<file path="src/rtl/compressor_pkg.sv">
// Shared constants and row type for the 3:2 compressor array.
// COMP_PIPE_LATENCY follows the COMPRESSOR_3_2_PIPE_EN build macro.
package compressor_pkg;

   localparam int unsigned COMP_WIDTH_DEFAULT = 32;

`ifdef COMPRESSOR_3_2_PIPE_EN
   localparam int unsigned COMP_PIPE_LATENCY = 1;
`else
   localparam int unsigned COMP_PIPE_LATENCY = 0;
`endif

   typedef logic [COMP_WIDTH_DEFAULT-1:0] comp_row_t;

endpackage

</file>
<file path="src/rtl/compressor_3_2_array_fa_cell.sv">
// Single-bit full adder: one column of the 3:2 compressor.
module fa_cell
   import compressor_pkg::*;
(
   input  logic i0,
   input  logic i1,
   input  logic ci,
   output logic d,
   output logic co
);

   assign d  = i0 ^ i1 ^ ci;
   assign co = (i0 & i1) | (i0 & ci) | (i1 & ci);

endmodule

</file>
<file path="src/rtl/compressor_3_2_array.sv">
// WIDTH-column 3:2 carry-save compressor; co[k] carries weight 2^(k+1).
// Build macro COMPRESSOR_3_2_PIPE_EN adds one output register stage.
module compressor_3_2_array
   import compressor_pkg::*;
#(
   parameter int unsigned WIDTH = COMP_WIDTH_DEFAULT
) (
   input  logic             sys_clk,
   input  logic             sys_rst_n,
   input  logic             valid_in,
   input  logic [WIDTH-1:0] i0,
   input  logic [WIDTH-1:0] i1,
   input  logic [WIDTH-1:0] ci,
   output logic [WIDTH-1:0] d,
   output logic [WIDTH-1:0] co,
   output logic             valid_out
);

   logic [WIDTH-1:0] d_comb;
   logic [WIDTH-1:0] co_comb;

   for (genvar k = 0; k < WIDTH; k++) begin : g_col
      fa_cell u_fa (
         .i0 (i0[k]),
         .i1 (i1[k]),
         .ci (ci[k]),
         .d  (d_comb[k]),
         .co (co_comb[k])
      );
   end

`ifdef COMPRESSOR_3_2_PIPE_EN
   // Data is captured every cycle; valid only qualifies it.
   always_ff @(posedge sys_clk or negedge sys_rst_n) begin
      if (!sys_rst_n) begin
         d         <= '0;
         co        <= '0;
         valid_out <= 1'b0;
      end else begin
         d         <= d_comb;
         co        <= co_comb;
         valid_out <= valid_in;
      end
   end
`else
   logic unused_clk_rst;
   assign unused_clk_rst = sys_clk ^ sys_rst_n;

   assign d         = d_comb;
   assign co        = co_comb;
   assign valid_out = valid_in;
`endif

endmodule

</file>
<file path="config.mk">
export PLATFORM = sky130hd
export DESIGN_NAME = compressor_3_2_array
export DESIGN_NICKNAME = d
export VERILOG_FILES = /design/src/rtl/compressor_pkg.sv /design/src/rtl/compressor_3_2_array_fa_cell.sv /design/src/rtl/compressor_3_2_array.sv
export SDC_FILE = /design/constraint.sdc
export NUM_CORES = 1
export LEC_CHECK = 0
export BUFFER_PORTS_ARGS = -buffer_cell sky130_fd_sc_hd__clkbuf_2
export CORE_AREA = 2 2 63 65
export DETAILED_ROUTE_END_ITERATION = 10
export DIE_AREA = 0 0 65 67
export PLACE_DENSITY = 0.83
export SYNTH_ARGS = -nofsm -noshare
export SYNTH_HDL_FRONTEND = slang
export SYNTH_SLANG_ARGS = --single-unit
</file>
<file path="constraint.sdc">
create_clock -name vclk -period 1.79
set_clock_uncertainty 0.15 [all_clocks]
set_input_delay 0.537 -clock vclk [all_inputs]
set_output_delay 0.537 -clock vclk [all_outputs]
set_load 0.005 [all_outputs]
</file>
Word level (Yosys, flattened, before mapping) --
Index checks and enable logic that the tools add are counted.
Cells by class: bitwise logic cells 224
Operators with widths (number):
- AND 1 bit | 96
- OR 1 bit | 64
- XOR 1 bit | 64
Storage, ports and cells: register bits 0, input bits 99, output and inout port bits 65, word-level logic and storage cells 224

Longest topological paths before layout --
depth after elaboration 3, mapped depth 2, gate-level depth less buffers 1

By module --
From an unflattened synthesis, not the netlist that was laid out.
Unflattened totals: cells, all modules 33, area total of the unflattened synthesis 648.1 um2
Modules (own cells, without submodules):
- fa_cell | times used 32, cells each 1, area an instance 20.0 um2, seq. area each 0.0 um2
- compressor_3_2_array | times used 1, cells each 1, area an instance 7.5 um2, seq. area each 0.0 um2

Worst setup path after synthesis --
Ideal clock, no wire load.
kind input to output, from input i0[0], to output d[0], arrival 1152 ps, required time 1103 ps, setup slack -49 ps, stages 2, path buffers 1, path through fa_1 buf_4
Between the ends: longest elaborated chain between the ends 2
RTL lines:
- start: declaration | line compressor_3_2_array.sv:11 | input logic [WIDTH-1:0] i0,
- XOR 1 bit (2 in series) | line compressor_3_2_array_fa_cell.sv:12 | assign d = i0 ^ i1 ^ ci;
- end: declaration | line compressor_3_2_array.sv:14 | output logic [WIDTH-1:0] d,
No other way between the ends.

Final worst setup path --
from input i0[29], to output d[29]
Same word-level chain as after synthesis.

==> impl_results.md <==
* Status: finished with violations
* Failing checks: setup timing
* Critical path type: primary input to output port
* Slew margin rel. at 0.9420
* Ratio of cells with drive above 1 in the final layout at 0.9896
* Worst setup SP type: primary input
* Top Ports at between 150 and 200
* WL per Instance at 14.05 um
* DP HPWL at 2822 um
* Layout Area Growth over Synthesis at 61.42%
* Vias in the first global route at 957
* Cts hold-fix bufs at 0
* Setup violations, final at 55
* First-pass GRT wire length at 4140 um
* Mapped Cells at just under 100
* Crit-path cells: buf_6, fa_2, clkbuf_2
* # rows at 22
* Initial Util at 0.3130
* Worst Hold Class: primary input to output port
* Via-to-Cell Ratio at 3.950
* Hold EP: valid_out
* # diodes at 0
* CP max stage cell: fa_2
* Post-placement cell count at 240
* Clk_buf instances at 0
* Max-cap violations at 0
* Cells on Worst Hold Path at 0
* Tot Pwr at 0.0005235 W
* Grt ovf at 0
* Reg area at 0 um^2
* Vias at 948
* Die Width at 65 um
* Setup TNS at -6.301 ns
* GR Util All Layers at 0.1235
* Hold_sp: valid_in
* Setup bufs post-CTS at 0
* Initial antenna violation count at 0
* Mapped Nets at 228
* Fin crit share at 1.112
* Warning count from the yosys run at 0
* Slew @ Worst Pin at 0.08695 ns
* Syn Std Cell Area at 0.001129 mm^2
* Final net count at ~330
* CP max stage delay at 0.56 ns
* Number of port buffers at 160
* RSZ-0062 raised after global routing: yes
* Die height at 67 um
* Core Area at 0.003606 mm^2
* Max-slew violations at 0
* Sequential area share after synthesis at 0
* Netlist cell types at 2
* Leak at 0.9454 nW
* Pre-antenna DRT Iters at 4
* Routed Antenna Nets at 0
* Seq cells at 0
* Core Util, Final at 0.5052
* Setup ws final at -0.1999 ns
* Worst setup EP type: output port
* Post-route insts no fill at 240
* Minimum clock period at 1.990 ns
* Synth Area per Inst at 11.63 um^2
* Largest net degree at the start of global routing at 2
* GPL Wtd Cong at ~0.82
* Final hold vios at 0
* Fin area at 0.001822 mm^2
* Area of placed instances at 0.001501 mm^2
* Initial DRC Count at 5
* Post-route DRC at 0
* Critical Path RT at ~1.1 ns
* Die area at 0.004355 mm^2
* Final WL at 3372 um
* Peak supply drop at approximately 0.15 mV
* Worst Path Max Fanout at 1
* Arr. time, crit path at 1.30 ns
* Pwr/cell area at 287.4 mW/mm^2
* Peak Freq at around 500 MHz
[worst max-delay path by stage]
| stage | startpoint | to | slack, ns | depth (start not counted) |
|---|---|---|---|---|
| 3_5_place_dp | i0[20] | d[20] | -0.21 | 3 |
| 3_3_place_gp | i0[20] | d[20] | -0.20 | 3 |
| 6_report | i0[29] | d[29] | -0.20 | 3 |
| 5_1_grt | ci[9] | d[9] | -0.22 | 3 |
| 4_1_cts | i0[15] | d[15] | -0.19 | 3 |
| 2_1_floorplan | i0[0] | d[0] | -0.05 | 2 |
[layout by cell type, fill, tap and decap left out]
| master | instances |
|---|---|
| buf_6 | 36 |
| clkbuf_2 | 109 |
| buf_8 | 2 |
| fa_1 | 2 |
| fa_2 | 30 |
| buf_2 | 13 |
[cell type report]
type | count | area [um^2]
tap | 48 | 60.06
timing repair buffer | 160 | 1046
fill | 350 | 1784
multi-input combinational | 32 | 715.7
[critical path: cells and delay by family]
| kind | cells | cell delay, ns |
|---|---|---|
| adder cells (fa/ha/maj) | 1 | 0.56 |
| buffers and inverters | 2 | 0.21 |
[layer usage]
metal  track usage  vias to the layer above  wire (um)
met5             0                        -          0
met4      0.005319                        0         12
met3       0.01182                        2        220
met2        0.2552                       48       2146
met1        0.1416                      482        993
li1              -                      416          -
[power by group]
| part | switching, W | leakage (nW) | internal [W] |
|---|---|---|---|
| Sequential | 0 | 0 | 0 |
| Combinational | 0.000210 | 0.945 | 0.000313 |
| Clock | 0 | 0 | 0 |
[metrics by stage]
stage,hold slack [ns],setup WS [ns]
2_1_floorplan,1.005,-0.04882
3_3_place_gp,0.9240,-0.2015
3_5_place_dp,0.9240,-0.2054
4_1_cts,0.9240,-0.1926
5_1_grt,0.9241,-0.2164
6_report,0.9240,-0.1999
[timing repair]
action / in CTS / in global routing
gates cloned: 0 / 0
resized for setup: 20 / 79
endpoints found under the setup margin: 64 / 64
pin swaps: 13 / 32
endpoints found under the hold margin: 0 / 0
[cell families after synthesis]
group / count (synthesis) / share of synthesized area
buf+inv: 65 / 0.4324
fa+ha+maj: 32 / 0.5676
[synth_stat cells]
library cell,number,area (um^2)
buf_4,65,488.0
fa_1,32,640.6
Power figures use the tool's default switching activity.
